## src/rtl/i_mem_loader.sv

```systemverilog
// Boot-time program loader: packs a little-endian byte stream into 32-bit words
// and writes them into instruction memory while holding the core.
// Optional trailing XOR checksum byte: define I_MEM_LOADER_CHECKSUM_EN.
module i_mem_loader #(
    parameter int                   BUS_WIDTH = 32,
    parameter logic [BUS_WIDTH-1:0] BASE_ADDR = '0,
    parameter int                   MAX_WORDS = 1024
) (
    input  logic                 clk,
    input  logic                 rst,
    input  logic                 start,
    input  logic [15:0]          load_len,
    input  logic [7:0]           byte_in,
    input  logic                 byte_valid,
    output logic                 byte_ready,
    output logic [BUS_WIDTH-1:0] i_mem_address,
    output logic                 i_mem_wr_en,
    output logic [BUS_WIDTH-1:0] i_mem_wr_data,
    output logic                 core_hold,
    output logic                 busy,
    output logic                 done,
    output logic                 error
);

    typedef enum logic [2:0] {
        IDLE,
        RECV,
        WRITE,
        DONE
`ifdef I_MEM_LOADER_CHECKSUM_EN
        , CHECK
`endif
    } state_t;

    localparam logic [16:0] MAX_LEN = 17'(MAX_WORDS);

    state_t      state_q, state_d;
    logic [15:0] len_q;
    logic [15:0] word_idx;
    logic [15:0] word_next;
    logic [1:0]  byte_idx;
    logic [23:0] pack_q;
    logic        error_q;
    logic        accept;
    logic        start_ok;
    logic        too_long;
`ifdef I_MEM_LOADER_CHECKSUM_EN
    logic [7:0]  csum_q;
`endif

    assign accept    = byte_valid & byte_ready;
    assign start_ok  = start & ((state_q == IDLE) | (state_q == DONE));
    assign too_long  = {1'b0, load_len} > MAX_LEN;
    assign word_next = word_idx + 16'd1;
    assign core_hold = busy;
    assign done      = (state_q == DONE);
    assign error     = error_q;

    always_ff @(posedge clk or negedge rst) begin
        if (!rst) begin
            state_q <= IDLE;
        end else begin
            state_q <= state_d;
        end
    end

    always_comb begin
        state_d     = state_q;
        byte_ready  = 1'b0;
        busy        = 1'b0;
        i_mem_wr_en = 1'b0;
        case (state_q)
            IDLE, DONE: begin
                if (start) begin
                    if (load_len == 16'd0 || too_long) begin
                        state_d = DONE;
                    end else begin
                        state_d = RECV;
                    end
                end
            end
            RECV: begin
                byte_ready = 1'b1;
                busy       = 1'b1;
                if (accept && byte_idx == 2'd3) begin
                    state_d = WRITE;
                end
            end
            WRITE: begin
                busy        = 1'b1;
                i_mem_wr_en = 1'b1;
                if (word_next < len_q) begin
                    state_d = RECV;
                end else begin
`ifdef I_MEM_LOADER_CHECKSUM_EN
                    state_d = CHECK;
`else
                    state_d = DONE;
`endif
                end
            end
`ifdef I_MEM_LOADER_CHECKSUM_EN
            CHECK: begin
                byte_ready = 1'b1;
                busy       = 1'b1;
                if (accept) begin
                    state_d = DONE;
                end
            end
`endif
            default: state_d = IDLE;
        endcase
    end

    // Datapath: the address/data registers load when the fourth byte lands, so they are
    // valid throughout WRITE and simply hold their value afterwards.
    always_ff @(posedge clk or negedge rst) begin
        if (!rst) begin
            len_q         <= '0;
            word_idx      <= '0;
            byte_idx      <= '0;
            pack_q        <= '0;
            error_q       <= 1'b0;
            i_mem_address <= '0;
            i_mem_wr_data <= '0;
`ifdef I_MEM_LOADER_CHECKSUM_EN
            csum_q        <= '0;
`endif
        end else begin
            if (start_ok) begin
                len_q    <= load_len;
                word_idx <= '0;
                byte_idx <= '0;
                error_q  <= too_long;
`ifdef I_MEM_LOADER_CHECKSUM_EN
                csum_q   <= '0;
`endif
            end
            if (state_q == RECV && accept) begin
                byte_idx <= byte_idx + 2'd1;
`ifdef I_MEM_LOADER_CHECKSUM_EN
                csum_q   <= csum_q ^ byte_in;
`endif
                case (byte_idx)
                    2'd0: pack_q[7:0]   <= byte_in;
                    2'd1: pack_q[15:8]  <= byte_in;
                    2'd2: pack_q[23:16] <= byte_in;
                    default: begin
                        i_mem_wr_data <= {byte_in, pack_q};
                        i_mem_address <= BASE_ADDR + (BUS_WIDTH'(word_idx) << 2);
                    end
                endcase
            end
            if (state_q == WRITE) begin
                word_idx <= word_next;
            end
`ifdef I_MEM_LOADER_CHECKSUM_EN
            if (state_q == CHECK && accept) begin
                error_q <= (byte_in != csum_q);
            end
`endif
        end
    end

endmodule

```

## config.mk

```make
export PLATFORM = sky130hd
export DESIGN_NAME = i_mem_loader
export DESIGN_NICKNAME = d
export VERILOG_FILES = /design/src/rtl/i_mem_loader.sv
export SDC_FILE = /design/constraint.sdc
export NUM_CORES = 1
export LEC_CHECK = 0
export CAP_MARGIN = 20
export CORE_MARGIN = 2
export CORE_UTILIZATION = 43
export DETAILED_ROUTE_END_ITERATION = 12
export HOLD_SLACK_MARGIN = 0.06
export PLACE_DENSITY = 0.7
export SYNTH_ARGS = -nofsm -noshare
export SYNTH_HDL_FRONTEND = slang
export SYNTH_SLANG_ARGS = --single-unit
```

## constraint.sdc

```tcl
create_clock -name clk -period 3.3 [get_ports clk]
set_clock_uncertainty 0.15 [all_clocks]
set_input_delay 0.99 -clock clk [delete_from_list [all_inputs] [get_ports clk]]
set_output_delay 0.99 -clock clk [all_outputs]
set_load 0.02 [all_outputs]
```

### After elaboration in Yosys (flattened, before gate mapping)

Cells that the tools add are included.

| cells by class | value |
|---|---|
| bitwise gates (word level) | 4 |
| add/sub/neg operators | 2 |
| muxes and demuxes | 12 |
| reductions and logical operators | 16 |
| equality and inequality tests | 8 |
| $lt $le $gt $ge | 2 |

Operators with widths:

| operator | number |
|---|---|
| 16-bit two-way mux | 2 |
| 16-bit by 1-bit adder with 16-bit output, second input constant | 1 |
| 16-bit by 11-bit greater-than comparator with 1-bit output, second input constant | 1 |
| 16-bit logical NOT | 1 |
| 16-bit < comparator | 1 |
| 2-bit AND reduction | 5 |
| 3-bit one-hot mux with 3 select lines | 1 |
| 2-bit two-way mux | 4 |
| 3-bit by 2-bit equality test with 1-bit output, second input constant | 2 |
| 3-bit two-way mux | 2 |
| 2-bit equality test, second input constant | 2 |
| 2-bit inequality test, second input constant | 2 |
| 2-bit nonzero test | 2 |
| 2-bit OR reduction | 2 |
| 3-bit by 1-bit equality test with 1-bit output, second input constant | 1 |
| 3-bit logical NOT | 1 |
| 1-bit two-way mux | 3 |
| 3-bit OR reduction | 1 |
| 2-bit by 1-bit adder with 2-bit output, second input constant | 1 |
| 1-bit AND | 2 |
| 2-bit by 1-bit equality test with 1-bit output, second input constant | 1 |
| 1-bit logical AND | 2 |
| 2-bit logical NOT | 1 |
| 1-bit logical OR | 1 |
| other kinds (2) | 2 |

| storage, ports and cells | value |
|---|---|
| output and inout bits | 70 |
| logic and storage cells | 54 |
| bits in registers | 110 |

### Longest topological paths before layout

Gate-level depths: netlist (run 1).

| depth | value |
|---|---|
| word-level depth | 6 |
| gate-level depth with buffers | 11 |
| depth with buffers taken out | 11 |

### Worst setup path after synthesis (run 1)

OpenSTA, ideal clock, no wires.

| path | value |
|---|---|
| path kind | register to register |
| start point | reg word_idx[2] |
| end point | reg state_q[1] |
| path buffers | 1 |
| setup slack | 0.775 ns |
| data arrival time | 2.240 ns |
| clock period less this slack | 2.525 ns |
| setup time | 0.135 ns |
| data required time | 3.015 ns |
| cell stages (with the launch flop) | 11 |
| path through | dfrtp_1 > clkbuf_2 > nand3_2 > nor4_4 > and3_1 > xor2_1 > ha_1 > and4_1 > a221oi_1 > o21a_1 > o22ai_1 |

| between the ends | value |
|---|---|
| cells in the longest elaborated chain, start to end | 4 |

RTL lines:

| element | RTL line | RTL |
|---|---|---|
| start, declared | 39 | `logic [15:0] word_idx;` |
| start signal, assigned | 155 | `word_idx <= word_next;` |
| 16-bit by 1-bit adder with 16-bit output | 54 | `assign word_next = word_idx + 16'd1;` |
| 16-bit < comparator | 92 | `if (word_next < len_q) begin` |
| 2-bit two-way mux | 92 |  |
| 3-bit one-hot mux with 3 select lines | 72 | `case (state_q)` |
| end signal, assigned | 63 | `state_q <= state_d;` |
| end, declared | 37 | `state_t state_q, state_d;` |

No other way between the ends.
A chain may end at the register's enable or synchronous reset.

### Worst setup path in the final report (run 1)

| path | value |
|---|---|
| start point | reg state_q[0] |
| end point | out core_hold |

| between the ends | value |
|---|---|
| cells in the longest elaborated chain, start to end | 3 |

RTL lines:

| element | RTL line | RTL |
|---|---|---|
| 3-bit by 1-bit equality test with 1-bit output or 3-bit by 2-bit equality test with 1-bit output (tied branches) | 72 |  |
| 2-bit OR reduction (no source line) * | - |  |
| 1-bit two-way mux * | 72 |  |
| end, declared | 19 | `output logic core_hold,` |

Every way passes the cells marked *; elsewhere a longest branch is shown, timed or not.

==> flow_summary.html, run 1 <==
<table>
<tr><th>Metric</th><th>Value</th></tr>
<tr><th colspan="2">Outcome</th></tr>
<tr><td>Run status</td><td>finished with violations</td></tr>
<tr><td>Violated checks</td><td>DRC</td></tr>
<tr><th colspan="2">Synth</th></tr>
<tr><td>Post-synth design cell area</td><td>5111 um2</td></tr>
<tr><td>Ranking of synthesized cells by area</td><td>sky130_fd_sc_hd__dfrtp_1, sky130_fd_sc_hd__mux2_2, sky130_fd_sc_hd__ha_1, sky130_fd_sc_hd__buf_4, sky130_fd_sc_hd__nand2_1</td></tr>
<tr><td>Leading area contributor after synthesis</td><td>sky130_fd_sc_hd__dfrtp_1</td></tr>
<tr><td>Leading register cell type out of synthesis</td><td>sky130_fd_sc_hd__dfrtp_1</td></tr>
<tr><td>Sequential-to-total area share from yosys stat</td><td>a little over half</td></tr>
<tr><td>Cell count after synthesis</td><td>412</td></tr>
<tr><td>Synthesis warning total</td><td>0</td></tr>
<tr><td>Count of different cell masters after synthesis</td><td>46</td></tr>
<tr><td>Synth Register Bits</td><td>approximately 110</td></tr>
<tr><td>Share of the synthesized area in the top cell type</td><td>a little over half</td></tr>
<tr><td>Synthesized area divided by synthesized cell count</td><td>12.41 um2</td></tr>
<tr><td>Count of flip-flops with a built-in enable after synthesis</td><td>0</td></tr>
<tr><td>FFs w/ async S/R, synth</td><td>100.0%</td></tr>
<tr><th colspan="2">Clock network</th></tr>
<tr><td>CTS tree</td><td>built</td></tr>
<tr><td>Clock-pin transition on the worst setup and hold timing paths</td><td>70 ps</td></tr>
<tr><td>Number of post-CTS setup repair buffers</td><td>0</td></tr>
<tr><td>H-tree depth reported by CTS</td><td>3</td></tr>
<tr><td>CTS Sinks</td><td>109</td></tr>
<tr><td>Number of instances resized during post-cts repair</td><td>0</td></tr>
<tr><td># hold bufs at CTS</td><td>0</td></tr>
<tr><td>Number of buffers on the longest clock path</td><td>2</td></tr>
<tr><td>Cell chosen for the clock root</td><td>sky130_fd_sc_hd__clkbuf_16</td></tr>
<tr><td>Clock buffers created by TritonCTS</td><td>9</td></tr>
<tr><td>Clock Latency Late Sink</td><td>350 ps</td></tr>
<tr><th colspan="2">Finish</th></tr>
<tr><td>Most frequent cells in the layout</td><td>sky130_fd_sc_hd__dfrtp_1, sky130_fd_sc_hd__mux2_2, sky130_fd_sc_hd__clkdlybuf4s50_1, sky130_fd_sc_hd__nand2_1, sky130_fd_sc_hd__ha_1</td></tr>
<tr><td>Post-Layout Cell Count</td><td>643</td></tr>
<tr><td>Cell area after layout</td><td>6346 um2</td></tr>
<tr><td>Area added between synthesis and finish</td><td>24.16%</td></tr>
<tr><td>Nets</td><td>approximately 550</td></tr>
<tr><td>Most common cell after layout, fill and taps aside</td><td>sky130_fd_sc_hd__dfrtp_1</td></tr>
<tr><td>Antenna diode instance count</td><td>0</td></tr>
<tr><td>Filler cells</td><td>roughly 980</td></tr>
<tr><td>Multi-input logic area</td><td>2163 um2</td></tr>
<tr><td>Combined flip-flop and latch cell area</td><td>around 2700 um2</td></tr>
<tr><td>Ratio of cells with drive above 1 in the final layout</td><td>23.80%</td></tr>
<tr><th colspan="2">Detailed routing</th></tr>
<tr><td>Residual DRC count</td><td>11</td></tr>
<tr><td>Iter 0 DRT Violations</td><td>about 110</td></tr>
<tr><td>Wire per inst</td><td>approximately 15 um</td></tr>
<tr><td>Total Wirelength</td><td>a little under 10000 um</td></tr>
<tr><td>Number of nets with antenna violations after routing</td><td>0</td></tr>
<tr><td>Detail-routed via count per cell</td><td>slightly above 5</td></tr>
<tr><td>Detailed-route via count</td><td>3274</td></tr>
<tr><td>Number of iterations in the first detailed-routing pass</td><td>8</td></tr>
<tr><th colspan="2">STA</th></tr>
<tr><td>Final worst path period share</td><td>around 92%</td></tr>
<tr><td>Period minus WS final</td><td>3034 ps</td></tr>
<tr><td>RSZ-0062 raised after global routing</td><td>false</td></tr>
<tr><td>Maximum clock rate</td><td>roughly 330 MHz</td></tr>
<tr><td>Transition time at the pin with the least slew margin</td><td>684.5 ps</td></tr>
<tr><td>Final setup vio count</td><td>0</td></tr>
<tr><td>Fin. max-slew vios</td><td>0</td></tr>
<tr><td>Number of hold violations in the final report</td><td>0</td></tr>
<tr><td>Worst-case headroom to the max-slew limit</td><td>54.37%</td></tr>
<tr><td>Summed negative setup slack over all endpoints</td><td>0 ps</td></tr>
<tr><th colspan="2">Placement</th></tr>
<tr><td>Routability cong.</td><td>0.8310</td></tr>
<tr><td>Post-DP HPWL</td><td>7187 um</td></tr>
<tr><td>Total cell area at the placement stage</td><td>6030 um2</td></tr>
<tr><td>Total placed cells including tap cells</td><td>627</td></tr>
<tr><td>Port Buffer Count</td><td>81</td></tr>
<tr><th colspan="2">Run</th></tr>
<tr><td>Count of max-cap constraint violations</td><td>0</td></tr>
<tr><th colspan="2">Critical path</th></tr>
<tr><td>Required time of the worst setup path</td><td>2160 ps</td></tr>
<tr><td>Max incr delay on CP</td><td>between 600 and 700 ps</td></tr>
<tr><td>Critical path peak fanout</td><td>5</td></tr>
<tr><td>Endpoint class of the critical path</td><td>primary output</td></tr>
<tr><td>Cell with the largest stage delay on the worst path</td><td>sky130_fd_sc_hd__clkdlybuf4s50_1</td></tr>
<tr><td>Cells along the critical path</td><td>inv_1, ha_1, inv_1, clkdlybuf4s50_1</td></tr>
<tr><td>Critical Path Most Common Cell</td><td>sky130_fd_sc_hd__inv_1</td></tr>
<tr><td>Reg2Reg Setup Slack</td><td>470 ps</td></tr>
<tr><td>Number of cells on the worst reg-to-reg path</td><td>10</td></tr>
<tr><td>Worst R2R Start</td><td>word_idx[0]$_DFFE_PN0P_</td></tr>
<tr><td>Worst setup path category</td><td>register to primary output</td></tr>
<tr><td>Signal arrival time at the worst endpoint</td><td>1890 ps</td></tr>
<tr><td>Startpoint types</td><td>register</td></tr>
<tr><td>Reg2reg end</td><td>state_q[1]$_DFFE_PN0P_</td></tr>
<tr><th colspan="2">Pwr</th></tr>
<tr><td>P per Cell Area</td><td>770.4 nW/um2</td></tr>
<tr><td>Share of total power consumed by net switching</td><td>approximately a third</td></tr>
<tr><td>Worst-case vdd ir drop</td><td>494.4 uV</td></tr>
<tr><td>Total internal power</td><td>between 3 and 4 mW</td></tr>
<tr><td>Part of the power in the clock network</td><td>22.8%</td></tr>
<tr><td>LEAKAGE</td><td>3.020 nW</td></tr>
<tr><td>Total Power Consumption</td><td>just under 5 mW</td></tr>
<tr><td>Sw power</td><td>1.611 mW</td></tr>
<tr><td>Fraction of power consumed by sequential logic</td><td>41.2%</td></tr>
<tr><td>Comb pwr share</td><td>36.0%</td></tr>
<tr><th colspan="2">Min path</th></tr>
<tr><td>Hold crit path type</td><td>register to register</td></tr>
<tr><td>Launch instance of the worst min-delay path</td><td>i_mem_address[13]$_DFFE_PN0P_</td></tr>
<tr><td>End point of the worst hold path</td><td>i_mem_address[13]$_DFFE_PN0P_</td></tr>
<tr><td>Instance count along the most critical hold path</td><td>2</td></tr>
<tr><th colspan="2">Floorplan</th></tr>
<tr><td>Overall die width</td><td>~110 um</td></tr>
<tr><td>Total Die Area</td><td>between 10000 and 15000 um2</td></tr>
<tr><td>Floorplan core area</td><td>11520 um2</td></tr>
<tr><td>Floorplan row count</td><td>39</td></tr>
<tr><td>Starting Density</td><td>44.38%</td></tr>
<tr><td>Chip height</td><td>113.0 um</td></tr>
<tr><td>I/O pins</td><td>98</td></tr>
<tr><th colspan="2">Global routing</th></tr>
<tr><td>Congestion Overflow GR</td><td>0</td></tr>
<tr><td>Pin count of the biggest net entering global routing</td><td>55</td></tr>
<tr><td>Number of antenna violations at the first check in global routing</td><td>0</td></tr>
<tr><td>Wire length of the first global-routing pass</td><td>16330 um</td></tr>
<tr><td>Number of global-route vias before repair</td><td>3371</td></tr>
<tr><td>Total track usage</td><td>around 16%</td></tr>
</table>
-- critical path, delay by kind of cell (launching register included) --
kind,cells,cell delay [ps]
adders and majority gates,1,340
buffers and inverters,3,780
DFF,1,420
-- worst max-delay path by stage --
stage,depth (start not counted),endpoint,startpoint
final,4,core_hold,state_q[0]$_DFFE_PN0P_
after global routing,4,core_hold,state_q[0]$_DFFE_PN0P_
after CTS,4,core_hold,state_q[0]$_DFFE_PN0P_
after detailed placement,10,state_q[1]$_DFFE_PN0P_,word_idx[0]$_DFFE_PN0P_
after global placement,6,state_q[1]$_DFFE_PN0P_,load_len[1]
after floorplan,10,state_q[1]$_DFFE_PN0P_,word_idx[2]$_DFFE_PN0P_
-- power by group through the flow --
stage                     registers, mW  logic [mW]  clock network (mW)
after floorplan                    2.16       0.968                   0
after global placement             2.02        1.72                   0
after detailed placement           2.05        1.78                   0
after CTS                          2.02        1.78                1.15
after global routing               2.07        1.92                1.20
final                              2.01        1.76                1.12
-- Yosys cell counts (5+ instances only) --
library cell and count:
sky130_fd_sc_hd__xor2_1 5, sky130_fd_sc_hd__buf_2 7, sky130_fd_sc_hd__inv_1 22, sky130_fd_sc_hd__buf_4 17
sky130_fd_sc_hd__a21oi_1 7, sky130_fd_sc_hd__o21ai_0 20, sky130_fd_sc_hd__mux2_2 87, sky130_fd_sc_hd__clkbuf_1 6
sky130_fd_sc_hd__nor2_1 10, sky130_fd_sc_hd__ha_1 24, sky130_fd_sc_hd__dfrtp_1 109, sky130_fd_sc_hd__nand2_1 31
sky130_fd_sc_hd__nand3_1 10, sky130_fd_sc_hd__xnor2_1 8
-- sequential cells by signal, summed over array words and instances, names as in the netlist --
signal	count
i_mem_wr_data	32
i_mem_address	16
state_q	2
error	1
byte_idx	2
word_idx	16
pack_q	24
len_q	16
-- cells by family (layout without fill, tap and decap cells) --
family	count (synthesis)	count (layout)	synth area share, %
multiplexers	88	88	19.36
buffers and inverters	54	127	5.410
adder cells (fa/ha/maj)	24	24	5.875
AND/OR/NAND/NOR	77	77	8.005
XOR/XNOR	14	14	2.546
flip-flops	109	109	53.37
AO/OA/AOI/OAI	45	45	5.361
other	1	16	0.07337
-- final cells by class --
class | instances | share of cell area (%)
clock inverter | 7 | 1.439
sequential | 109 | 42.98
timing repair buffer | 88 | 13.76
multi-input combinational | 264 | 34.09
clock buffer | 9 | 3.549
tap | 143 | 2.819
inverter | 23 | 1.360
-- stage by stage --
step	hold WS, ps	util [%]	setup slack (ps)
after floorplan	325.0	-	775.0
after global placement	311.4	52.36	548.1
after detailed placement	327.9	52.36	495.7
after CTS	344.8	55.11	237.2
after global routing	360.3	55.11	174.6
final	341.2	55.11	265.9
-- metal layers --
metal  vias to the layer above  global-route usage, %  wire length [um]
li1                       1570                      -                 -
met2                        81                  27.78              4908
met3                         8                  4.606               528
met1                      1615                  19.81              4184
met5                         -                      0                 0
met4                         0                  4.390                93
Power figures use the tool's default switching activity.
==> run 2: changes to the inputs <==
--- a/config.mk
+++ b/config.mk
@@ -10,7 +10,7 @@
 export CORE_UTILIZATION = 43
 export DETAILED_ROUTE_END_ITERATION = 12
 export HOLD_SLACK_MARGIN = 0.06
-export PLACE_DENSITY = 0.7
+export PLACE_DENSITY = 0.73
 export SYNTH_ARGS = -nofsm -noshare
 export SYNTH_HDL_FRONTEND = slang
 export SYNTH_SLANG_ARGS = --single-unit
==> flow_summary.html, run 2 (synthesized netlist as in run 1, its figures left out) <==
<table>
<tr><th>Metric</th><th>Value</th></tr>
<tr><th colspan="2">Clock network</th></tr>
<tr><td>Number of buffers on the longest clock path</td><td>2</td></tr>
<tr><td>Number of post-CTS setup repair buffers</td><td>0</td></tr>
<tr><td>CTS Sinks</td><td>109</td></tr>
<tr><td>Clock Latency Late Sink</td><td>350 ps</td></tr>
<tr><td>Clock buffers created by TritonCTS</td><td>9</td></tr>
<tr><td>Number of instances resized during post-cts repair</td><td>0</td></tr>
<tr><td># hold bufs at CTS</td><td>0</td></tr>
<tr><td>H-tree depth reported by CTS</td><td>3</td></tr>
<tr><td>Cell chosen for the clock root</td><td>sky130_fd_sc_hd__clkbuf_16</td></tr>
<tr><td>CTS tree</td><td>built</td></tr>
<tr><td>Clock-pin transition on the worst setup and hold timing paths</td><td>70 ps</td></tr>
<tr><th colspan="2">Finish</th></tr>
<tr><td>Nets</td><td>546</td></tr>
<tr><td>Register bank with the most flops</td><td>i_mem_wr_data</td></tr>
<tr><td>Registers with the highest flip-flop counts</td><td>i_mem_wr_data: 32 flops, pack_q: 24 flops</td></tr>
<tr><td>Max reg flops</td><td>32</td></tr>
<tr><td>Multi-input logic area</td><td>between 2000 and 2500 um2</td></tr>
<tr><td>Combined flip-flop and latch cell area</td><td>2728 um2</td></tr>
<tr><td>Area added between synthesis and finish</td><td>23.67%</td></tr>
<tr><td>Antenna diode instance count</td><td>0</td></tr>
<tr><td>Ratio of cells with drive above 1 in the final layout</td><td>23.65%</td></tr>
<tr><td>Most frequent cells in the layout</td><td>sky130_fd_sc_hd__dfrtp_1, sky130_fd_sc_hd__mux2_2, sky130_fd_sc_hd__clkdlybuf4s50_1, sky130_fd_sc_hd__nand2_1, sky130_fd_sc_hd__ha_1</td></tr>
<tr><td>Most common cell after layout, fill and taps aside</td><td>sky130_fd_sc_hd__dfrtp_1</td></tr>
<tr><td>Filler cells</td><td>969</td></tr>
<tr><th colspan="2">Pwr</th></tr>
<tr><td>Comb pwr share</td><td>a little over a third</td></tr>
<tr><td>Total internal power</td><td>3.217 mW</td></tr>
<tr><td>Part of the power in the clock network</td><td>22.2%</td></tr>
<tr><td>LEAKAGE</td><td>3.008 nW</td></tr>
<tr><td>Sw power</td><td>1.615 mW</td></tr>
<tr><td>Total Power Consumption</td><td>4.832 mW</td></tr>
<tr><td>Share of total power consumed by net switching</td><td>33.43%</td></tr>
<tr><td>Fraction of power consumed by sequential logic</td><td>41.6%</td></tr>
<tr><td>Worst-case vdd ir drop</td><td>533.4 uV</td></tr>
<tr><td>P per Cell Area</td><td>764.5 nW/um2</td></tr>
<tr><th colspan="2">STA</th></tr>
<tr><td>Number of hold violations in the final report</td><td>0</td></tr>
<tr><td>Transition time at the pin with the least slew margin</td><td>slightly below 600 ps</td></tr>
<tr><td>Final worst path period share</td><td>between 90% and 100%</td></tr>
<tr><td>Maximum clock rate</td><td>330.6 MHz</td></tr>
<tr><td>RSZ-0062 raised after global routing</td><td>false</td></tr>
<tr><td>Final setup vio count</td><td>0</td></tr>
<tr><td>Period minus WS final</td><td>~3000 ps</td></tr>
<tr><td>Fin. max-slew vios</td><td>0</td></tr>
<tr><td>Worst-case headroom to the max-slew limit</td><td>61.52%</td></tr>
<tr><td>Summed negative setup slack over all endpoints</td><td>0 ps</td></tr>
<tr><th colspan="2">Detailed routing</th></tr>
<tr><td>Detailed-route via count</td><td>3304</td></tr>
<tr><td>Residual DRC count</td><td>12</td></tr>
<tr><td>Detail-routed via count per cell</td><td>5.146</td></tr>
<tr><td>Total Wirelength</td><td>9736 um</td></tr>
<tr><td>Number of nets with antenna violations after routing</td><td>0</td></tr>
<tr><td>Wire per inst</td><td>15.17 um</td></tr>
<tr><td>Iter 0 DRT Violations</td><td>150</td></tr>
<tr><td>Number of iterations in the first detailed-routing pass</td><td>8</td></tr>
<tr><th colspan="2">Critical path</th></tr>
<tr><td>Required time of the worst setup path</td><td>2160 ps</td></tr>
<tr><td>Worst path top cell family by delay</td><td>buffers and inverters</td></tr>
<tr><td>CP Buf/Inv Count</td><td>3</td></tr>
<tr><td>Cells along the critical path</td><td>inv_1, ha_1, inv_1, clkdlybuf4s50_1</td></tr>
<tr><td>Critical path peak fanout</td><td>5</td></tr>
<tr><td>Worst setup path category</td><td>register to primary output</td></tr>
<tr><td>Signal arrival time at the worst endpoint</td><td>approximately 1900 ps</td></tr>
<tr><td>Max incr delay on CP</td><td>610 ps</td></tr>
<tr><td>Cell with the largest stage delay on the worst path</td><td>sky130_fd_sc_hd__clkdlybuf4s50_1</td></tr>
<tr><td>Endpoint class of the critical path</td><td>primary output</td></tr>
<tr><td>Critical Path Most Common Cell</td><td>sky130_fd_sc_hd__inv_1</td></tr>
<tr><td>Startpoint types</td><td>register</td></tr>
<tr><th colspan="2">Outcome</th></tr>
<tr><td>Run status</td><td>finished with violations</td></tr>
<tr><td>Violated checks</td><td>DRC</td></tr>
<tr><th colspan="2">Floorplan</th></tr>
<tr><td>I/O pins</td><td>between 90 and 100</td></tr>
<tr><td>Starting Density</td><td>44.38%</td></tr>
<tr><td>Total Die Area</td><td>12770 um2</td></tr>
<tr><td>Floorplan row count</td><td>39</td></tr>
<tr><td>Overall die width</td><td>approximately 110 um</td></tr>
<tr><td>Chip height</td><td>between 100 and 150 um</td></tr>
<tr><td>Floorplan core area</td><td>between 10000 and 15000 um2</td></tr>
<tr><th colspan="2">Global routing</th></tr>
<tr><td>Total track usage</td><td>15.64%</td></tr>
<tr><td>Congestion Overflow GR</td><td>0</td></tr>
<tr><td>Wire length of the first global-routing pass</td><td>16150 um</td></tr>
<tr><td>Pin count of the biggest net entering global routing</td><td>46</td></tr>
<tr><td>Number of antenna violations at the first check in global routing</td><td>0</td></tr>
<tr><td>Number of global-route vias before repair</td><td>3251</td></tr>
<tr><th colspan="2">Placement</th></tr>
<tr><td>Routability cong.</td><td>0.8079</td></tr>
<tr><td>Post-DP HPWL</td><td>between 7000 and 8000 um</td></tr>
<tr><td>Port Buffer Count</td><td>between 80 and 90</td></tr>
<tr><th colspan="2">Min path</th></tr>
<tr><td>Hold crit path type</td><td>register to register</td></tr>
<tr><th colspan="2">Run</th></tr>
<tr><td>Count of max-cap constraint violations</td><td>0</td></tr>
</table>
run 2: changes by cell type in the layout (fill, tap and decap cells not counted), sizes merged:
cell and delta:
inv +2, clkbuf +1, bufinv -1, buf -1, clkinv -2
run 2: per-layer routing:
layer / GRT usage, % / share of wire (%) / vias up
li1: - / - / 1561
met1: 20.93 / 45 / 1655
met2: 26.55 / 50 / 83
met3: 3.749 / 4.7 / 5
met4: 2.439 / 0.66 / 0
met5: 0 / 0 / -
run 2: layout make-up:
class	instances	share of cell area, %
inverter	23	1.366
sequential	109	43.15
clock buffer	10	3.781
clock inverter	6	0.9501
tap	143	2.831
multi-input combinational	264	34.22
timing repair buffer	87	13.70
run 2: worst paths after layout:
kind | slack, ps | from | endpoint | cells after the start
setup / recovery | 280 | state_q[0]$_DFFE_PN0P_ | core_hold | 4
hold / removal | 330 | error$_DFFE_PN0P_ | error$_DFFE_PN0P_ | 1
setup reg to reg | 510 | word_idx[0]$_DFFE_PN0P_ | state_q[1]$_DFFE_PN0P_ | 10
hold reg to reg | 330 | error$_DFFE_PN0P_ | error$_DFFE_PN0P_ | 1
max in group asynchronous | 1800 | rst | i_mem_address[3]$_DFFE_PN0P_ | 2
min in group asynchronous | 480 | rst | i_mem_wr_data[24]$_DFFE_PN0P_ | 1
run 2: metrics by stage:
stage	area, um2	setup slack [ps]	hold slack, ps	util (%)	instances
after global placement	6022	560.5	313.5	52.29	626
final	6321	275.1	333.5	54.89	642
after CTS	6321	253.5	341.0	54.89	642
after detailed placement	6022	544.8	318.9	52.29	626
after global routing	6321	204.5	350.7	54.89	642
after floorplan	5167	775.0	325.0	-	427
run 2: power groups by stage:
stage	clock network [mW]	registers, mW	logic, mW
after global placement	0	2.01	1.71
after CTS	1.10	2.01	1.78
final	1.07	2.01	1.75
after global routing	1.16	2.07	1.91
after detailed placement	0	2.04	1.77
after floorplan	0	2.16	0.968
==> run 3: changes to the inputs <==
==> constraint.sdc (replaced) <==
create_clock -name clk -period 3.09 [get_ports clk]
set_clock_uncertainty 0.15 [all_clocks]
set_input_delay 0.927 -clock clk [delete_from_list [all_inputs] [get_ports clk]]
set_output_delay 0.927 -clock clk [all_outputs]
set_load 0.02 [all_outputs]
==> flow_summary.html, run 3 (synthesized netlist as in run 1, its figures left out) <==
<table>
<tr><th>Metric</th><th>Value</th></tr>
<tr><th colspan="2">Clock network</th></tr>
<tr><td>CTS tree</td><td>built</td></tr>
<tr><td>Number of instances resized during post-cts repair</td><td>0</td></tr>
<tr><td>Number of post-CTS setup repair buffers</td><td>0</td></tr>
<tr><td># hold bufs at CTS</td><td>0</td></tr>
<tr><td>CTS Sinks</td><td>109</td></tr>
<tr><td>Cell chosen for the clock root</td><td>sky130_fd_sc_hd__clkbuf_16</td></tr>
<tr><td>Clock buffers created by TritonCTS</td><td>9</td></tr>
<tr><td>Clock-pin transition on the worst setup and hold timing paths</td><td>80 ps</td></tr>
<tr><td>Number of buffers on the longest clock path</td><td>2</td></tr>
<tr><td>Clock Latency Late Sink</td><td>around 340 ps</td></tr>
<tr><td>H-tree depth reported by CTS</td><td>3</td></tr>
<tr><th colspan="2">Finish</th></tr>
<tr><td>Registers with the highest flip-flop counts</td><td>i_mem_wr_data: 32 flops, pack_q: 24 flops</td></tr>
<tr><td>Antenna diode instance count</td><td>0</td></tr>
<tr><td>Filler cells</td><td>979</td></tr>
<tr><td>Nets</td><td>about 550</td></tr>
<tr><td>Most frequent cells in the layout</td><td>sky130_fd_sc_hd__dfrtp_1, sky130_fd_sc_hd__mux2_2, sky130_fd_sc_hd__clkdlybuf4s50_1, sky130_fd_sc_hd__nand2_1, sky130_fd_sc_hd__ha_1</td></tr>
<tr><td>Max reg flops</td><td>32</td></tr>
<tr><td>Register bank with the most flops</td><td>i_mem_wr_data</td></tr>
<tr><td>Most common cell after layout, fill and taps aside</td><td>sky130_fd_sc_hd__dfrtp_1</td></tr>
<tr><td>Area added between synthesis and finish</td><td>24.48%</td></tr>
<tr><td>Ratio of cells with drive above 1 in the final layout</td><td>24.10%</td></tr>
<tr><td>Core utilization of the finished layout</td><td>55.25%</td></tr>
<tr><th colspan="2">Critical path</th></tr>
<tr><td>Capture point of the worst path</td><td>core_hold</td></tr>
<tr><td>Cells along the critical path</td><td>inv_1, ha_1, inv_1, clkdlybuf4s50_1</td></tr>
<tr><td>Signal arrival time at the worst endpoint</td><td>1870 ps</td></tr>
<tr><td>Reg2reg end</td><td>state_q[1]$_DFFE_PN0P_</td></tr>
<tr><td>Max incr delay on CP</td><td>slightly above 600 ps</td></tr>
<tr><td>Startpoint types</td><td>register</td></tr>
<tr><td>CP Buf/Inv Count</td><td>3</td></tr>
<tr><td>Worst path top cell family by delay</td><td>buffers and inverters</td></tr>
<tr><td>Number of cells on the worst reg-to-reg path</td><td>10</td></tr>
<tr><td>Required time of the worst setup path</td><td>2010 ps</td></tr>
<tr><td>Worst setup path category</td><td>register to primary output</td></tr>
<tr><td>Worst R2R Start</td><td>word_idx[0]$_DFFE_PN0P_</td></tr>
<tr><td>Cell with the largest stage delay on the worst path</td><td>sky130_fd_sc_hd__clkdlybuf4s50_1</td></tr>
<tr><td>CP Launch Point</td><td>state_q[0]$_DFFE_PN0P_</td></tr>
<tr><td>Number of gates on the worst path with buffers counted</td><td>4</td></tr>
<tr><td>Endpoint class of the critical path</td><td>primary output</td></tr>
<tr><td>Critical Path Most Common Cell</td><td>sky130_fd_sc_hd__inv_1</td></tr>
<tr><td>Reg2Reg Setup Slack</td><td>270 ps</td></tr>
<tr><td>Critical path peak fanout</td><td>5</td></tr>
<tr><th colspan="2">Floorplan</th></tr>
<tr><td>I/O pins</td><td>between 90 and 100</td></tr>
<tr><td>Floorplan core area</td><td>11520 um2</td></tr>
<tr><td>Floorplan row count</td><td>39</td></tr>
<tr><td>Total Die Area</td><td>12770 um2</td></tr>
<tr><td>Overall die width</td><td>113.0 um</td></tr>
<tr><td>Starting Density</td><td>44.38%</td></tr>
<tr><td>Chip height</td><td>113.0 um</td></tr>
<tr><th colspan="2">STA</th></tr>
<tr><td>Final worst path period share</td><td>95.37%</td></tr>
<tr><td>Number of hold violations in the final report</td><td>0</td></tr>
<tr><td>Maximum clock rate</td><td>339.3 MHz</td></tr>
<tr><td>Period minus WS final</td><td>between 2000 and 3000 ps</td></tr>
<tr><td>Summed negative setup slack over all endpoints</td><td>0 ps</td></tr>
<tr><td>Fin. max-slew vios</td><td>0</td></tr>
<tr><td>Worst-case headroom to the max-slew limit</td><td>roughly 63%</td></tr>
<tr><td>Transition time at the pin with the least slew margin</td><td>554.6 ps</td></tr>
<tr><td>RSZ-0062 raised after global routing</td><td>false</td></tr>
<tr><td>Final setup vio count</td><td>0</td></tr>
<tr><th colspan="2">Global routing</th></tr>
<tr><td>Congestion Overflow GR</td><td>0</td></tr>
<tr><td>Wire length of the first global-routing pass</td><td>16630 um</td></tr>
<tr><td>Pin count of the biggest net entering global routing</td><td>54</td></tr>
<tr><td>Number of antenna violations at the first check in global routing</td><td>0</td></tr>
<tr><td>Total track usage</td><td>16.04%</td></tr>
<tr><td>Number of global-route vias before repair</td><td>about 3400</td></tr>
<tr><th colspan="2">Detailed routing</th></tr>
<tr><td>Detail-routed via count per cell</td><td>slightly above 5</td></tr>
<tr><td>Number of nets with antenna violations after routing</td><td>0</td></tr>
<tr><td>Number of iterations in the first detailed-routing pass</td><td>8</td></tr>
<tr><td>Total Wirelength</td><td>9809 um</td></tr>
<tr><td>Detailed-route via count</td><td>3314</td></tr>
<tr><td>Residual DRC count</td><td>12</td></tr>
<tr><td>Iter 0 DRT Violations</td><td>202</td></tr>
<tr><td>Wire per inst</td><td>15.21 um</td></tr>
<tr><th colspan="2">Placement</th></tr>
<tr><td>Port Buffer Count</td><td>81</td></tr>
<tr><td>Routability cong.</td><td>~0.75</td></tr>
<tr><td>Post-DP HPWL</td><td>7226 um</td></tr>
<tr><th colspan="2">Pwr</th></tr>
<tr><td>LEAKAGE</td><td>just over 3 nW</td></tr>
<tr><td>P per Cell Area</td><td>slightly above 800 nW/um2</td></tr>
<tr><td>Worst-case vdd ir drop</td><td>461.1 uV</td></tr>
<tr><th colspan="2">Outcome</th></tr>
<tr><td>Run status</td><td>finished with violations</td></tr>
<tr><td>Violated checks</td><td>DRC</td></tr>
<tr><th colspan="2">Min path</th></tr>
<tr><td>Hold crit path type</td><td>register to register</td></tr>
<tr><th colspan="2">Run</th></tr>
<tr><td>Count of max-cap constraint violations</td><td>0</td></tr>
</table>
==> run 3: cell count changes in the layout (fill, tap and decap cells not counted), sizes merged <==
cell | previous run | this run
buf | 7 | 10
inv | 27 | 26
clkbuf | 10 | 9
clkinv | 2 | 4
==> run 3: power breakdown <==
part           switching, mW  total [mW]  internal (mW)
Sequential             0.262        2.15           1.89
Combinational          0.909        1.87          0.966
Clock                  0.571        1.15          0.583
Total                   1.74        5.18           3.43
==> run 3: how the worst min path moves through the flow <==
stage                                             start                            end  slack (ps)  depth (start not counted)
after floorplan                   pack_q[0]$_DFFE_PN0P_   i_mem_wr_data[0]$_DFFE_PN0P_         320                          1
after global placement                error$_DFFE_PN0P_              error$_DFFE_PN0P_         310                          1
after detailed placement              error$_DFFE_PN0P_              error$_DFFE_PN0P_         330                          1
after CTS                             error$_DFFE_PN0P_              error$_DFFE_PN0P_         350                          1
after global routing             pack_q[23]$_DFFE_PN0P_         pack_q[23]$_DFFE_PN0P_         370                          1
final                     i_mem_address[13]$_DFFE_PN0P_  i_mem_address[13]$_DFFE_PN0P_         340                          2
==> run 3: cell type report <==
class,count,area (um2),area share [%]
Clock inverter,7,83.83,1.318
Inverter,23,86.33,1.357
Timing Repair Buffer,90,888.4,13.96
Clock buffer,9,225.2,3.540
Multi-Input combinational cell,264,2172,34.14
Tap cell,143,178.9,2.812
Sequential cell,109,2728,42.87
==> run 3: stage by stage <==
step | hold WS [ps] | instances | setup slack (ps) | power [mW] | cell area, um2
after floorplan | 325.0 | 427 | 565.0 | 3.336 | 5167
after global placement | 311.7 | 629 | 393.9 | 3.988 | 6045
after detailed placement | 328.9 | 629 | 301.3 | 4.083 | 6045
after CTS | 347.1 | 645 | 108.9 | 5.246 | 6354
after global routing | 366.3 | 645 | 7.002 | 5.525 | 6362
final | 339.5 | 645 | 143.0 | 5.176 | 6362
==> run 3: layer usage <==
| layer | routed length (um) | global-route usage, % | up-vias |
|---|---|---|---|
| li1 | - | - | 1567 |
| met5 | 0 | 0 | - |
| met2 | 4892 | 27.78 | 96 |
| met3 | 469 | 2.892 | 8 |
| met1 | 4339 | 20.63 | 1643 |
| met4 | 108 | 4.797 | 0 |
==> run 3: tightest hold or removal path, cell delays in order, from the launching register on <==
cell                      delay [ps]
sky130_fd_sc_hd__dfrtp_1         350
sky130_fd_sc_hd__nand2_1          50
sky130_fd_sc_hd__o21ai_0          60
==> variant 1, RTL diff (config.mk and constraints of run 3) <==
Set the parameter `MAX_WORDS` to 512 (it was 1024).
--- a/src/rtl/i_mem_loader.sv
+++ b/src/rtl/i_mem_loader.sv
@@ -4,7 +4,7 @@
 module i_mem_loader #(
     parameter int                   BUS_WIDTH = 32,
     parameter logic [BUS_WIDTH-1:0] BASE_ADDR = '0,
-    parameter int                   MAX_WORDS = 1024
+    parameter int                   MAX_WORDS = 512
 ) (
     input  logic                 clk,
     input  logic                 rst,
Check against the original RTL: not equivalent (a bounded check fails within 4 cycles, from zero or initial values and one cycle with rst low).
==> variant 1 against run 3 <==
Critical path type is now register to register. Worst setup slack better by 0.0096 ns. The run still ends with design-rule violations left. Largest power group unchanged. Sequential cell count stayed put. Power grew 5.2%. Cell area up 0.67%. Routed wire length increased by 5.6%. Largest cell class unchanged. Count of clock-buffer cells in the layout is the same. Area after synthesis decreased by 0.24%.
==> variant 1: results (changes against run 3) <==
* Share of the yosys chip area belonging to registers at 53.5% (+0.13 points)
* Number of warnings issued by yosys at 0 (unchanged)
* Result of the run: complete, but fails checks
* Hold Crit Start: i_mem_address[10]$_DFFE_PN0P_
* Fillcell total at 980 (+0.10%)
* Slew margin rel. at 44.4% (-19 points)
* Share of cells above drive strength 1 at 25.2% (+1.1 points)
* Routability cong. at 0.901 (+21%)
* Total Wirelength at 10400 um (+5.6%)
* Failing checks: design-rule violations
* Number of violations reported at the end of detailed-routing iteration 0 at 275 (+36%)
* Hold WC Path Type: register to register
* Worst IR drop on VDD at 0.600 mV (+30%)
* Setup slack of the worst register-to-register path at 0.15 ns (-0.12 ns)
* Share of flip-flops with an asynchronous set or reset at 100% (unchanged)
* Highest achievable clock rate at 0.340 GHz (+0.33%)
* Length of the first detailed-routing pass in iterations at 8 (unchanged)
* Reg-to-reg startpoint: word_idx[6]$_DFFE_PN0P_
* Ranking of synthesized cells by area: sky130_fd_sc_hd__dfrtp_1, sky130_fd_sc_hd__mux2_2, sky130_fd_sc_hd__ha_1, sky130_fd_sc_hd__nand2_1, sky130_fd_sc_hd__buf_4
* Count of distinct cell types in the synthesized netlist at 41 (-11%)
* Post-placement setup slack at 0.0539 ns (-0.247 ns)
* Number of remaining DRC errors at 9 (-3)
* Commonest cells in the synthesized netlist: sky130_fd_sc_hd__dfrtp_1, sky130_fd_sc_hd__mux2_2, sky130_fd_sc_hd__nand2_1, sky130_fd_sc_hd__ha_1, sky130_fd_sc_hd__inv_1
* Reg2reg path depth at 11 (+1)
* Final net count at 555 (+1.1%)
* Vias per std cell at 5.22 (+1.7%)
* Via count of the first global-routing pass at 3423 (-0.70%)
* First-pass GRT wire length at 17100 um (+2.9%)
* Total Routing Usage GR at 16.8% (+0.75 points)
* Leakage at 3.04 nW (-0.33%)
* Maximum number of pins on one net before global-route repair at 110 (+100%)
* Critical setup path kind: register to register
* Worst hold endpoint: i_mem_address[10]$_DFFE_PN0P_
## variant 1: changes by cell type after synthesis, moves of 3 or more
cell / before / now
sky130_fd_sc_hd__a21oi_1: 7 / 10
sky130_fd_sc_hd__a22o_1: 4 / 0
sky130_fd_sc_hd__mux2i_1: 1 / 5
sky130_fd_sc_hd__nand2_1: 31 / 38
sky130_fd_sc_hd__nand3_1: 10 / 13
sky130_fd_sc_hd__nor2_1: 10 / 6
sky130_fd_sc_hd__nor2b_1: 4 / 1
sky130_fd_sc_hd__o21ai_0: 20 / 15
## variant 1: cell type report
| type | count | area, um2 | share of cell area, % |
|---|---|---|---|
| Sequential cell | 109 | 2730 | 42.7 |
| Multi-Input combinational cell | 265 | 2170 | 33.9 |
| Timing Repair Buffer | 94 | 948 | 14.8 |
| Clock buffer | 9 | 225 | 3.52 |
| Tap cell | 143 | 179 | 2.79 |
| Inverter | 24 | 90.1 | 1.41 |
| Clock inverter | 6 | 56.3 | 0.879 |
## variant 1: cell families after synthesis
| group | Yosys count | share of synthesized area (%) |
|---|---|---|
| AO/OA/AOI/OAI | 46 | 5.64 |
| XOR/XNOR | 15 | 2.72 |
| adder cells (fa/ha/maj) | 24 | 5.89 |
| buffers and inverters | 53 | 5.30 |
| flip-flops | 109 | 53.5 |
| multiplexers | 90 | 19.8 |
| other | 1 | 0.0735 |
| AND/OR/NAND/NOR | 74 | 7.12 |
## variant 1: metrics by stage
stage	TNS [ns]	power (mW)	hold slack (ns)	cell area [um2]	std cells
6_report	0	5.45	0.347	6400	650
5_1_grt	-0.0132	5.78	0.364	6400	650
4_1_cts	0	5.50	0.356	6380	650
3_5_place_dp	0	4.40	0.340	6100	635
3_3_place_gp	0	4.30	0.331	6100	635
2_1_floorplan	0	3.52	0.325	5150	427
## variant 1: critical path, stage by stage, from the launching register on
cell and delay, ns:
sky130_fd_sc_hd__dfrtp_2 0.42, sky130_fd_sc_hd__nand3_2 0.13, sky130_fd_sc_hd__nor4_4 0.32, sky130_fd_sc_hd__buf_4 0.21, sky130_fd_sc_hd__nand3_1 0.14, sky130_fd_sc_hd__xnor2_1 0.21, sky130_fd_sc_hd__ha_1 0.27, sky130_fd_sc_hd__a21oi_1 0.13
sky130_fd_sc_hd__a2bb2oi_1 0.21, sky130_fd_sc_hd__o41ai_1 0.10, sky130_fd_sc_hd__a2111oi_1 0.37, sky130_fd_sc_hd__o32ai_1 0.14
## variant 1: power breakdown
part / switching [mW] / internal, mW
clock network: 0.531 / 0.560
registers: 0.286 / 1.93
logic: 1.05 / 1.09
total: 1.87 / 3.58
## variant 1: metal layers
metal | wire [um] | share of wire (%) | global-route usage (%)
met4 | 258 | 2.5 | 6.42
met1 | 4550 | 44 | 22.4
met3 | 655 | 6.3 | 3.54
met5 | 0 | 0 | 0
met2 | 4890 | 47 | 27.1
==> variant 2, RTL diff (settings of run 3) <==
Without the edit above. Make the reset (`rst`) synchronous in 2 clocked blocks.
--- a/src/rtl/i_mem_loader.sv
+++ b/src/rtl/i_mem_loader.sv
@@ -56,7 +56,7 @@
     assign done      = (state_q == DONE);
     assign error     = error_q;
 
-    always_ff @(posedge clk or negedge rst) begin
+    always_ff @(posedge clk) begin
         if (!rst) begin
             state_q <= IDLE;
         end else begin
@@ -114,7 +114,7 @@
 
     // Datapath: the address/data registers load when the fourth byte lands, so they are
     // valid throughout WRITE and simply hold their value afterwards.
-    always_ff @(posedge clk or negedge rst) begin
+    always_ff @(posedge clk) begin
         if (!rst) begin
             len_q         <= '0;
             word_idx      <= '0;
Function: differs if rst is asserted again (counterexample within 4 cycles, from zero or initial values and one cycle with rst low); with rst held inactive, the same outputs for 10 cycles.
==> variant 2 against run 3 <==
Area after synthesis decreased by 4.0%. Routed wire length up 16%. Sequential cell count is the same. Final cell count increased by 31%. Cell area fell by 3.7%. Die area shrank 3.9%. Worst setup slack lost 0.022 ns.
Power is not compared: it rests on default switching activity, and its combinational part moved more than twofold at a synthesized area within 25%.
==> variant 2: results (changes against run 3) <==
* Timing startpoint of the critical path: state_q[0]$_SDFFE_PN0P_
* Most used DFF post-synth: sky130_fd_sc_hd__dfxtp_1
* Non-clock buffer area fraction after layout at 15.4% (+1.5 points)
* Routability cong. at 0.894 (+20%)
* Routed length per instance at 13.5 um (-11%)
* Reg-to-reg endpoint: state_q[1]$_SDFFE_PN0P_
* Length of the first detailed-routing pass in iterations at 5 (-3)
* First-pass GRT wire length at 18300 um (+10%)
* Commonest cells in the synthesized netlist: sky130_fd_sc_hd__nand2_1, sky130_fd_sc_hd__dfxtp_1, sky130_fd_sc_hd__a21oi_1, sky130_fd_sc_hd__clkbuf_1, sky130_fd_sc_hd__nand3_1
* Total placed instance area at 5810 um2 (-3.9%)
* Maximum number of pins on one net before global-route repair at 44 (-19%)
* Number of violations reported at the end of detailed-routing iteration 0 at 212 (+5.0%)
* Hold Crit Start: i_mem_wr_data[2]$_SDFFE_PN0P_
* Worst hold endpoint: i_mem_wr_data[2]$_SDFFE_PN0P_
* Clk tree area frac at 5.02% (+0.17 points)
* Via count of the routed design at 4298 (+30%)
* Share of the yosys chip area belonging to registers at 44.5% (-8.9 points)
* Crit-path max cell delay at 0.61 ns (about the same)
* Share of cells above drive strength 1 at 5.71% (-18 points)
* Ranking of synthesized cells by area: sky130_fd_sc_hd__dfxtp_1, sky130_fd_sc_hd__nand2_1, sky130_fd_sc_hd__a21oi_1, sky130_fd_sc_hd__ha_1, sky130_fd_sc_hd__nand3_1
* Setup slack of the worst register-to-register path at 0.16 ns (-0.11 ns)
* Fin Hold WS at 0.304 ns (-0.0354 ns)
* Reg area at 2180 um2 (-20%)
* Top-area cell type share of the netlist area at 44.5% (-8.9 points)
* Die Wd at 111 um (-1.9%)
* Number of multi-input combinational cells in the layout at 456 (+73%)
* Capturing element of the worst setup path: busy
* Reg-to-reg startpoint: word_idx[0]$_SDFFE_PN0P_
* Dpl hpwl at 8400 um (+16%)
* Result of the run: complete, no violations
* Final net count at 748 (+36%)
* CP arrival at 1.89 ns (+0.02 ns)
* Worst-Margin Slew at 0.583 ns (+0.0285 ns)
* Count of distinct cell types in the synthesized netlist at 44 (-4.3%)
* Number of logic inverters in the finished layout at 26 (+13%)
[variant 2: changes by cell type after synthesis, moves of 8 or more]
cell / run 3 / this run
sky130_fd_sc_hd__dfxtp_1: 0 / 109
sky130_fd_sc_hd__nor2_1: 10 / 18
sky130_fd_sc_hd__o21ai_0: 20 / 6
sky130_fd_sc_hd__a21oi_1: 7 / 105
sky130_fd_sc_hd__dfrtp_1: 109 / 0
sky130_fd_sc_hd__clkbuf_1: 6 / 33
sky130_fd_sc_hd__nand3_1: 10 / 33
sky130_fd_sc_hd__mux2_2: 87 / 1
sky130_fd_sc_hd__nand2_1: 31 / 180
[variant 2: logic make-up (layout without fill, tap and decap cells)]
kind of cell	count (synthesis)	count (layout)	synth area share, %
buf+inv	82	135	7.62
xor+xnor	14	14	2.50
flops	109	109	44.5
mux	3	3	0.637
compound gates	135	135	15.1
fa+ha+maj	24	24	6.12
simple gates	264	264	23.4
other cells	1	16	0.0764
[variant 2: timing repair]
action | 4_1_cts | 5_1_grt
cloned | 0 | 0
resized for setup | 1 | 2
hold endpoints to repair | 0 | 0
endpoints found under the setup margin | 1 | 1
[variant 2: stage by stage]
| step | setup WS [ns] | utilization [%] | power (mW) | std cells |
|---|---|---|---|---|
| 3_3_place_gp | 0.167 | 51.6 | 2.39 | 828 |
| 6_report | 0.121 | 54.4 | 3.58 | 843 |
| 4_1_cts | 0.0530 | 54.3 | 3.60 | 843 |
| 5_1_grt | 0.00303 | 54.4 | 3.76 | 843 |
| 2_1_floorplan | 0.254 | - | 2.15 | 647 |
| 3_5_place_dp | 0.0399 | 51.6 | 2.41 | 828 |
[variant 2: routing by layer]
layer | wire (um) | track usage, %
met3 | 472 | 4.05
met2 | 5940 | 33.4
met4 | 58 | 4.58
met1 | 4910 | 21.1
met5 | 0 | 0
